--- src/rtl/ising_pkg.sv ---
// Shared types and helpers for the Ising anneal run controller.
package ising_pkg;

  typedef enum logic [2:0] {
    IDLE,
    LOAD,
    SETTLE,
    RUN,
    SAMPLE,
    DONE
  } state_t;

  // Cycles from the oscillator reset falling to the phase capture.
  localparam int SAMPLE_CYCLES = 3;

  function automatic int addr_width(input int n);
    return (n * n > 1) ? $clog2(n * n) : 1;
  endfunction

  function automatic logic [31:0] centre_weight(input int nw);
    return 32'(1) << (nw / 2);
  endfunction

  function automatic logic [31:0] weight_mask(input int nw);
    return (nw >= 32) ? '1 : ((32'(1) << nw) - 32'(1));
  endfunction

endpackage

--- src/rtl/ising_run_ctrl_if.sv ---
// Bundle of control, weight-stream, array and phase signals around ising_run_ctrl.
interface ising_run_ctrl_if import ising_pkg::*; #(
  parameter int N      = 8,
  parameter int ADDR_W = addr_width(N)
);

  logic              start;
  logic [31:0]       run_cycles;
  logic              w_valid;
  logic [31:0]       w_data;
  logic              w_ready;
  logic              cell_wready;
  logic [ADDR_W-1:0] cell_addr;
  logic [31:0]       cell_wdata;
  logic              ising_rstn;
  logic [N-1:0]      phase_in;
  logic [N-1:0]      phase_out;
  logic              busy;
  logic              done;
  logic              wt_err;

  modport master (
    output start, run_cycles, w_valid, w_data, phase_in,
    input  w_ready, cell_wready, cell_addr, cell_wdata, ising_rstn,
           phase_out, busy, done, wt_err
  );

  modport slave (
    input  start, run_cycles, w_valid, w_data, phase_in,
    output w_ready, cell_wready, cell_addr, cell_wdata, ising_rstn,
           phase_out, busy, done, wt_err
  );

endinterface

--- src/rtl/ising_phase_sync.sv ---
// N-wide two-flop synchroniser for the asynchronous oscillator phase outputs.
module ising_phase_sync #(
  parameter int N = 8
) (
  input  logic         clk,
  input  logic         i_rstn,
  input  logic [N-1:0] i_d,
  output logic [N-1:0] o_q
);

  logic [N-1:0] r_meta;
  logic [N-1:0] r_sync;

  always_ff @(posedge clk) begin
    if (!i_rstn) begin
      r_meta <= '0;
      r_sync <= '0;
    end else begin
      r_meta <= i_d;
      r_sync <= r_meta;
    end
  end

  assign o_q = r_sync;

endmodule

--- src/rtl/ising_run_ctrl.sv ---
// Sequences one anneal run: weight load, settle, oscillate, phase capture.
// Optional one-hot weight check enabled by defining ISING_WEIGHT_CHECK_EN.
module ising_run_ctrl import ising_pkg::*; #(
  parameter int N             = 8,
  parameter int NUM_WEIGHTS   = 15,
  parameter int ADDR_W        = addr_width(N),
  parameter int SETTLE_CYCLES = 4
) (
  input  logic            clk,
  input  logic            axi_rstn,
  ising_run_ctrl_if.slave bus
);

  localparam logic [ADDR_W-1:0] LAST_CELL = ADDR_W'(N * N - 1);

  if ((NUM_WEIGHTS % 2) == 0 || NUM_WEIGHTS > 32) begin : g_param_check
    $error("NUM_WEIGHTS must be odd and at most 32");
  end

  state_t            r_state;
  state_t            w_state_next;
  logic [31:0]       r_cnt;
  logic [31:0]       r_run_len;
  logic [ADDR_W-1:0] r_index;
  logic              r_cell_wready;
  logic [ADDR_W-1:0] r_cell_addr;
  logic [31:0]       r_cell_wdata;
  logic [N-1:0]      r_phase_out;
  logic [N-1:0]      w_phase_sync;
  logic              w_hs;
  logic              w_start_ok;
  logic [31:0]       w_word;

  assign w_hs       = (r_state == LOAD) && bus.w_valid;
  assign w_start_ok = bus.start && ((r_state == IDLE) || (r_state == DONE));

`ifdef ISING_WEIGHT_CHECK_EN
  logic [NUM_WEIGHTS-1:0] w_field;
  logic                   w_wt_bad;
  logic                   r_wt_err;

  // Valid word: exactly one bit set in the weight field, nothing above it.
  assign w_field  = bus.w_data[NUM_WEIGHTS-1:0];
  assign w_wt_bad = (w_field == '0) ||
                    ((w_field & (w_field - NUM_WEIGHTS'(1))) != '0) ||
                    ((bus.w_data & ~weight_mask(NUM_WEIGHTS)) != '0);
  assign w_word   = w_wt_bad ? centre_weight(NUM_WEIGHTS) : bus.w_data;

  always_ff @(posedge clk) begin
    if (!axi_rstn) begin
      r_wt_err <= 1'b0;
    end else if (w_start_ok) begin
      r_wt_err <= 1'b0;
    end else if (w_hs && w_wt_bad) begin
      r_wt_err <= 1'b1;
    end
  end

  assign bus.wt_err = r_wt_err;
`else
  assign w_word     = bus.w_data;
  assign bus.wt_err = 1'b0;
`endif

  ising_phase_sync #(.N(N)) u_phase_sync (
    .clk    (clk),
    .i_rstn (axi_rstn),
    .i_d    (bus.phase_in),
    .o_q    (w_phase_sync)
  );

  always_ff @(posedge clk) begin
    if (!axi_rstn) begin
      r_state <= IDLE;
    end else begin
      r_state <= w_state_next;
    end
  end

  always_comb begin
    w_state_next = r_state;
    case (r_state)
      IDLE:    if (bus.start) w_state_next = LOAD;
      LOAD:    if (w_hs && (r_index == LAST_CELL)) w_state_next = SETTLE;
      SETTLE:  if (r_cnt == 32'(SETTLE_CYCLES - 1)) w_state_next = RUN;
      RUN:     if (r_cnt == '0) w_state_next = SAMPLE;
      SAMPLE:  if (r_cnt == 32'(SAMPLE_CYCLES - 1)) w_state_next = DONE;
      DONE:    if (bus.start) w_state_next = LOAD;
      default: w_state_next = IDLE;
    endcase
  end

  always_ff @(posedge clk) begin
    if (!axi_rstn) begin
      r_cnt         <= '0;
      r_run_len     <= '0;
      r_index       <= '0;
      r_cell_wready <= 1'b0;
      r_cell_addr   <= '0;
      r_cell_wdata  <= '0;
      r_phase_out   <= '0;
    end else begin
      r_cell_wready <= w_hs;
      if (w_hs) begin
        r_cell_addr  <= r_index;
        r_cell_wdata <= w_word;
        if (r_index != LAST_CELL) r_index <= r_index + ADDR_W'(1);
      end
      if (w_start_ok) begin
        r_run_len <= bus.run_cycles;
        r_index   <= '0;
      end

      // One counter serves SETTLE (up), RUN (down to 0) and SAMPLE (up).
      case (r_state)
        SETTLE: begin
          if (w_state_next == RUN) r_cnt <= (r_run_len == '0) ? '0 : r_run_len - 32'(1);
          else                     r_cnt <= r_cnt + 32'(1);
        end
        RUN:    r_cnt <= (r_cnt == '0) ? '0 : r_cnt - 32'(1);
        SAMPLE: begin
          if (w_state_next == DONE) begin
            r_phase_out <= w_phase_sync;
            r_cnt       <= '0;
          end else begin
            r_cnt <= r_cnt + 32'(1);
          end
        end
        default: r_cnt <= '0;
      endcase
    end
  end

  assign bus.w_ready     = (r_state == LOAD);
  assign bus.cell_wready = r_cell_wready;
  assign bus.cell_addr   = r_cell_addr;
  assign bus.cell_wdata  = r_cell_wdata;
  assign bus.ising_rstn  = (r_state == RUN);
  assign bus.phase_out   = r_phase_out;
  assign bus.busy        = (r_state != IDLE) && (r_state != DONE);
  assign bus.done        = (r_state == DONE);

endmodule

--- src/flat_wrapper.sv ---
// flat-port wrapper written by rule: the top's interface ports become plain ports
module ising_run_ctrl_flat import ising_pkg::*;
#(
  parameter int N             = 8,
  parameter int NUM_WEIGHTS   = 15,
  parameter int ADDR_W        = addr_width(N),
  parameter int SETTLE_CYCLES = 4
)
  (clk, axi_rstn, bus_start, bus_run_cycles, bus_w_valid, bus_w_data, bus_phase_in, bus_w_ready, bus_cell_wready, bus_cell_addr, bus_cell_wdata, bus_ising_rstn, bus_phase_out, bus_busy, bus_done, bus_wt_err);
  ising_run_ctrl_if #(.N(N), .ADDR_W(ADDR_W)) bus_i ();
  input  logic clk;
  input  logic axi_rstn;
  input wire logic [$bits(bus_i.start)-1:0] bus_start;
  input wire logic [$bits(bus_i.run_cycles)-1:0] bus_run_cycles;
  input wire logic [$bits(bus_i.w_valid)-1:0] bus_w_valid;
  input wire logic [$bits(bus_i.w_data)-1:0] bus_w_data;
  input wire logic [$bits(bus_i.phase_in)-1:0] bus_phase_in;
  output wire logic [$bits(bus_i.w_ready)-1:0] bus_w_ready;
  output wire logic [$bits(bus_i.cell_wready)-1:0] bus_cell_wready;
  output wire logic [$bits(bus_i.cell_addr)-1:0] bus_cell_addr;
  output wire logic [$bits(bus_i.cell_wdata)-1:0] bus_cell_wdata;
  output wire logic [$bits(bus_i.ising_rstn)-1:0] bus_ising_rstn;
  output wire logic [$bits(bus_i.phase_out)-1:0] bus_phase_out;
  output wire logic [$bits(bus_i.busy)-1:0] bus_busy;
  output wire logic [$bits(bus_i.done)-1:0] bus_done;
  output wire logic [$bits(bus_i.wt_err)-1:0] bus_wt_err;
  assign bus_i.start = bus_start;
  assign bus_i.run_cycles = bus_run_cycles;
  assign bus_i.w_valid = bus_w_valid;
  assign bus_i.w_data = bus_w_data;
  assign bus_i.phase_in = bus_phase_in;
  assign bus_w_ready = bus_i.w_ready;
  assign bus_cell_wready = bus_i.cell_wready;
  assign bus_cell_addr = bus_i.cell_addr;
  assign bus_cell_wdata = bus_i.cell_wdata;
  assign bus_ising_rstn = bus_i.ising_rstn;
  assign bus_phase_out = bus_i.phase_out;
  assign bus_busy = bus_i.busy;
  assign bus_done = bus_i.done;
  assign bus_wt_err = bus_i.wt_err;
  ising_run_ctrl #(.N(N), .NUM_WEIGHTS(NUM_WEIGHTS), .ADDR_W(ADDR_W), .SETTLE_CYCLES(SETTLE_CYCLES)) u_core (.clk(clk), .axi_rstn(axi_rstn), .bus(bus_i));
endmodule
--- config.mk ---
export PLATFORM = sky130hd
export DESIGN_NAME = ising_run_ctrl_flat
export DESIGN_NICKNAME = d
export VERILOG_FILES = /design/src/rtl/ising_pkg.sv /design/src/rtl/ising_run_ctrl_if.sv /design/src/rtl/ising_phase_sync.sv /design/src/rtl/ising_run_ctrl.sv /design/src/flat_wrapper.sv
export SDC_FILE = /design/constraint.sdc
export NUM_CORES = 1
export LEC_CHECK = 0
export ABC_AREA = 0
export CAP_MARGIN = 20
export CORE_ASPECT_RATIO = 0.8
export CORE_MARGIN = 1.5
export CORE_UTILIZATION = 36
export CTS_CLUSTER_DIAMETER = 60
export CTS_CLUSTER_SIZE = 16
export DETAILED_ROUTE_END_ITERATION = 10
export PLACE_DENSITY = 0.68
export SETUP_SLACK_MARGIN = 0.02
export SLEW_MARGIN = 25
export SYNTH_ARGS = -nofsm -noshare
export SYNTH_HDL_FRONTEND = slang
export SYNTH_HIERARCHICAL = 1
export SYNTH_SLANG_ARGS = --single-unit
--- constraint.sdc ---
create_clock -name clk -period 6.93 [get_ports clk]
set_clock_uncertainty 0.2 [all_clocks]
set_input_delay 0.693 -clock clk [delete_from_list [all_inputs] [get_ports clk]]
set_output_delay 0.693 -clock clk [all_outputs]
set_load 0.02 [all_outputs]
## Yosys cells after proc, flatten, opt, wreduce, memory -nomap -nowiden

Index checks and enable logic that the tools add are counted.
W data, S select, Z words.

- Register bits after elaboration: 136
- Bits of input ports: 76
- Output and inout bits: 52
- Word-level logic and storage cells: 51

- $add $sub $neg: 4
- Equal/unequal tests: 12
- Muxes and demuxes: 11
- Bitwise gates (word level): 1
- Reductions and logical operators: 13

Operator list:

| operator | number |
|---|---|
| $mux W32 | 4 |
| $pmux W32 S3 | 1 |
| $eq A32 B2 Y1 const B | 2 |
| $logic_not A32 Y1 | 2 |
| $sub A32 B1 Y32 const B | 2 |
| $add A32 B1 Y32 const B | 1 |
| $mux W3 | 5 |
| $pmux W3 S5 | 1 |
| $eq A3 B2 Y1 const B | 3 |
| $eq A3 B3 Y1 const B | 3 |
| $add A6 B1 Y6 const B | 1 |
| $eq A6 B6 Y1 const B | 1 |
| $ne A6 B6 Y1 const B | 1 |
| $logic_and A1 B1 Y1 | 4 |
| $reduce_and A2 Y1 | 2 |
| $reduce_or A2 Y1 | 2 |
| $eq A3 B1 Y1 const B | 1 |
| $logic_not A3 Y1 | 1 |
| $ne A3 B3 Y1 const B | 1 |
| $reduce_bool A3 Y1 | 1 |
| $logic_or A1 B1 Y1 | 1 |
| $not A1 Y1 | 1 |

## Logic depth before layout (Yosys ltp)

- Depth in word-level cells: 8
- Depth in mapped cells: 10
- Mapped depth without buffers: 8

## Hierarchy

Netlist, hierarchy kept.

By module, submodules not included:

| module | times used | cells an instance | area an instance (um^2) | seq. area each (um^2) |
|---|---|---|---|---|
| ising_run_ctrl | 1 | 880 | 6864.1 | 2402.3 |
| ising_phase_sync | 1 | 33 | 446.7 | 320.3 |

## Worst setup path after synthesis

No wires, ideal clock.

- Path kind: register to register
- From: reg u_core.r_run_len[4]
- To: reg u_core.r_cnt[31]
- Setup time: 0.129 ns
- Arrival: 2.431 ns
- Path slack: 4.170 ns
- Stages on the path, launching flop included: 11
- Path buffers: 4
- Clock period less this slack: 2.760 ns
- Cell sequence: dfxtp_1 -> or4_1 -> buf_2 -> nand4bb_1 -> buf_2 -> or4_4 -> and4_4 -> buf_6 -> buf_6 -> nand3_2 -> o211ai_1

- Longest elaborated chain between the ends: 4
- Elaborated cells on any way between the ends: 5
- Those cells by class: 1 x add/sub; 3 x mux; 1 x reduce/logical

Ends and longest elaborated chain:

| element | RTL line | source |
|---|---|---|
| start, declared | ising_run_ctrl.sv:23 | `logic [31:0] r_run_len;` |
| start signal, assigned | ising_run_ctrl.sv:110 | `r_run_len <= bus.run_cycles;` |
| $sub A32 B1 Y32 or $logic_not A32 Y1 (tied branches) | ising_run_ctrl.sv:117 | `if (w_state_next == RUN) r_cnt <= (r_run_len == '0) ? '0 : r_run_len - 32'(1);` |
| $mux W32 * (2 in series) | ising_run_ctrl.sv:117 |  |
| $pmux W32 S3 * | ising_run_ctrl.sv:115 | `case (r_state)` |
| end signal, assigned | ising_run_ctrl.sv:117 |  |
| end signal, assigned | ising_run_ctrl.sv:118 | `else r_cnt <= r_cnt + 32'(1);` |
| end signal, assigned | ising_run_ctrl.sv:120 | `RUN: r_cnt <= (r_cnt == '0) ? '0 : r_cnt - 32'(1);` |
| end, declared | ising_run_ctrl.sv:22 | `logic [31:0] r_cnt;` |

Mark *: on every way between the ends. The rest lies on a longest branch, timed or not.
A chain may end at the register's enable or synchronous reset.

## Worst setup path after layout

- From: reg u_core.r_cnt[5]
- To: reg u_core.r_cnt[24]

- Longest elaborated chain between the ends: 6
- Elaborated cells on any way between the ends: 15
- Those cells by class: 2 x add/sub; 4 x eq/ne; 8 x mux; 1 x reduce/logical

Ends and longest elaborated chain:

| element | RTL line | source |
|---|---|---|
| $eq A32 B2 Y1 (tied with other cells) | ising_run_ctrl.sv:87 | `SAMPLE: if (r_cnt == 32'(SAMPLE_CYCLES - 1)) w_state_next = DONE;` |
| $mux W3 (on tied branches) | ising_run_ctrl.sv:87, ising_run_ctrl.sv:85, ising_run_ctrl.sv:86 |  |
| $pmux W3 S5 | ising_run_ctrl.sv:82 | `case (r_state)` |
| $eq A3 B3 Y1 or $eq A3 B2 Y1 (tied branches) | ising_run_ctrl.sv:122, ising_run_ctrl.sv:117 |  |
| $mux W32 (on tied branches) | ising_run_ctrl.sv:122, ising_run_ctrl.sv:117 |  |
| $pmux W32 S3 * | ising_run_ctrl.sv:115 |  |

Marked as above.

==> summary.txt <==
Outcome
  • Run status: complete, no violations

Power
  • P_int: 1.461 mW
  • Switching part of the total power: 25.69%
  • P_sw: 0.5050 mW
  • LEAKAGE: 3.295 nW
  • Combinational group share of total power: 11.0%
  • Clock power frac: 47.1%
  • Reg power frac: 42.0%
  • Pwr dens: 212.2 nW/um^2
  • Peak VDD IR: 0.0001559 V
  • Power, Total: 1.966 mW

Clock network
  • Root Buffer: clkbuf_16
  • Hold Buf Count CTS: 0
  • Clock transition at path regs: 0.07 ns
  • Clk buf depth: 2
  • H-tree depth: 4
  • Clk sinks: 136
  • Clk Latency, worst-skew pair: 0.42 ns
  • Post-CTS setup buffers: 0
  • TritonCTS buffer count: 17
  • CTS tree: built
  • # resized after CTS: 0

Setup path
  • CP Class: reg -> reg
  • CP peak stage delay: 0.86 ns
  • Crit path max-delay family: simple AND/OR/NAND/NOR gates
  • Type of destination of the critical path: flop
  • Critical path fanouts, max: 17
  • WP data required: 7.01 ns
  • CP Launch Type: flop
  • CP bufs+invs: 1
  • Worst R2R Start: u_core/r_cnt[5]$_SDFF_PN0_
  • Worst path cell trace: nor4_1 > nand4_1 > nor4_4 > nor2_2 > buf_4 > a22oi_1 > a21oi_1
  • Critical Path Start: u_core/r_cnt[5]$_SDFF_PN0_
  • Arr. time, crit path: 3.70 ns
  • Slowest cell on the critical path: nor4_4

Global route
  • Number of global-route vias before repair: 6045
  • Grt met1 use: 27.43%
  • Initial antenna violation count: 0
  • Gr usage total: 19.07%
  • Largest net degree at the start of global routing: 102
  • Met2 Use GR: 26.72%
  • Met3 Track Usage GR: 6.566%
  • Global routing's busiest layer: met1
  • First-pass GRT wire length: 32170 microns
  • Remaining Overflow, GRT: 0

STA
  • Setup violators final: 0
  • RSZ-0062 raised after global routing: no
  • Fin crit share: 52.26%
  • Setup tns final: 0 ns
  • Worst slew pin tran: 0.9655 ns
  • Max-slew violations: 0
  • Final Hold Viols: 0
  • Worst setup margin: 3.309 ns
  • Final worst hold slack: 0.2388 ns
  • Slew HR: 35.15%
  • FMAX: 276.1 MHz
  • Min Tclk post-route: 3.621 ns

Yosys
  • Synth area leader: dfxtp_1
  • Synth Register Bits: 136
  • Most used flip-flop cell after synthesis: dfxtp_1
  • Top cells by area, synth: dfxtp_1 (37%), nand2_1 (9.9%), a21boi_0 (7.3%), xor2_1 (3.6%), xnor2_1 (3.2%)
  • Synth Instances: 913
  • Distinct cells, synth: 69
  • Syn_nets: 996
  • Mean post-synth cell area: 8.007 sq um
  • Yosys warnings: 6
  • EDFF count, synth: 0
  • Share of the synthesized area in the top cell type: 37.24%
  • Fraction of registers with async set/reset: 0%
  • Seq/Total Area, Yosys: 37.24%
  • Mapped cell area: 7311 sq um

Routing
  • Antenna-violating nets left: 0
  • Total Wirelength: 20140 microns
  • DR WL/cell: 15.86 microns
  • Drt first-iter violations: 552
  • DRT Pass-1 Iters: 5
  • Vias per cell: 5.328
  • Detailed-route via count: 6767
  • DRC violations left: 0

Worst hold path
  • Hold Crit Start: u_core/u_phase_sync/r_meta[6]$_SDFF_PN0_
  • Hold Crit Class: reg -> reg

Job
  • MaxCap Viol Count: 0

Finish
  • Most common cell after layout, fill and taps aside: nand2_1
  • Share of cells above drive strength 1: 7.853%
  • # diodes: 0
  • Layout area overhead: 26.70%
  • Nets: 1076
  • Most frequent cells in the layout: nand2_1 (191), dfxtp_1 (136), clkdlybuf4s50_1 (125), a21boi_0 (71), nor3_1 (35)
  • Fin util: 46.65%
  • Register area: 2723 sq um
  • Multi-input gate area: 4247 sq um
  • # fillers: 1996

Placement
  • Port Buf Inserts: 126
  • Setup WS pre-CTS: 3.412 ns
  • Placer Congestion: 0.8925
  • Dpl hpwl: 13930 microns

Floorplan
  • Die W: 162.3 microns
  • Core box area: 19860 sq um
  • Cell row count: 46
  • Initial Utilization: 36.82%
  • Die area: 21180 sq um
  • IO Count: 128
  • Die Y: 130.5 microns
[flip-flops by register name (all words and copies together) (netlist names)]
name / flops
u_core/bus.cell_addr: 6
u_core/r_run_len: 32
u_core/r_index: 6
u_core/u_phase_sync/o_q: 8
u_core/r_cnt: 32
u_core/u_phase_sync/r_meta: 8
u_core/bus.cell_wready: 1
u_core/bus.cell_wdata: 32
u_core/bus.phase_out: 8
u_core/r_state: 3
[layer usage]
layer | routed length, microns | part of all wire (%)
met4 | 220 | 1.1
met5 | 0 | 0
met1 | 9498 | 47
met2 | 8502 | 42
met3 | 1919 | 9.5
[cell usage after synthesis (all sizes together) (2+ instances only)]
cell / n
buf: 16
o21ai: 17
o22a: 2
a31o: 2
nand2b: 6
ha: 7
nand2: 192
or2: 4
o31a: 2
a2bb2oi: 4
a211oi: 6
a221oi: 4
or4b: 2
a31oi: 9
a21oi: 23
a21boi: 71
nor3: 36
and3: 12
clkbuf: 57
o21a: 5
nand3: 23
nor4: 29
nand4: 16
and2: 21
xnor2: 27
o211ai: 6
a22oi: 15
dfxtp: 136
inv: 12
xor2: 30
or4: 13
mux2i: 10
or3: 7
nor2: 38
nand4b: 6
nor2b: 11
and4: 4
o31ai: 3
or3b: 2
nor3b: 9
and4b: 4
[cells by family after synthesis]
family | synth area share [%]
AND/OR/NAND/NOR | 31.15
buffers and inverters | 4.980
multiplexers | 1.369
XOR/XNOR | 6.829
adder cells (fa/ha/maj) | 1.198
other | 0.05129
AO/OA/AOI/OAI | 17.18
flip-flops | 37.24
[worst paths after layout]
path              slack (ns)                                    end  cells past startpoint
setup reg to reg        3.31            u_core/r_cnt[24]$_SDFF_PN0_                      7
setup / recovery        3.31            u_core/r_cnt[24]$_SDFF_PN0_                      7
hold reg to reg         0.24  u_core/u_phase_sync/o_q[6]$_SDFF_PN0_                      1
hold / removal          0.24  u_core/u_phase_sync/o_q[6]$_SDFF_PN0_                      1
[power by group through the flow]
stage	registers (mW)	logic, mW	clock network [mW]
detailed placement	0.842	0.215	0
finish	0.825	0.215	0.926
global route	0.828	0.237	0.981
floorplan	0.847	0.117	0
CTS	0.825	0.216	0.946
global placement	0.841	0.212	0
[metrics by stage]
stage	std cells	area, sq um
6_report	1270	9263
4_1_cts	1270	9259
5_1_grt	1270	9263
3_5_place_dp	1238	8657
2_1_floorplan	913	7311
3_3_place_gp	1238	8647
[cell type report]
| class | instances | share of cell area, % |
|---|---|---|
| well taps | 264 | 3.566 |
| flip-flops and latches | 136 | 29.39 |
| clock inverters | 13 | 1.716 |
| repair buffers | 134 | 14.21 |
| clock buffers | 19 | 4.782 |
| inverters | 12 | 0.4863 |
| multi-input cells | 692 | 45.85 |
No activity file was read; power rests on OpenSTA's default activity.
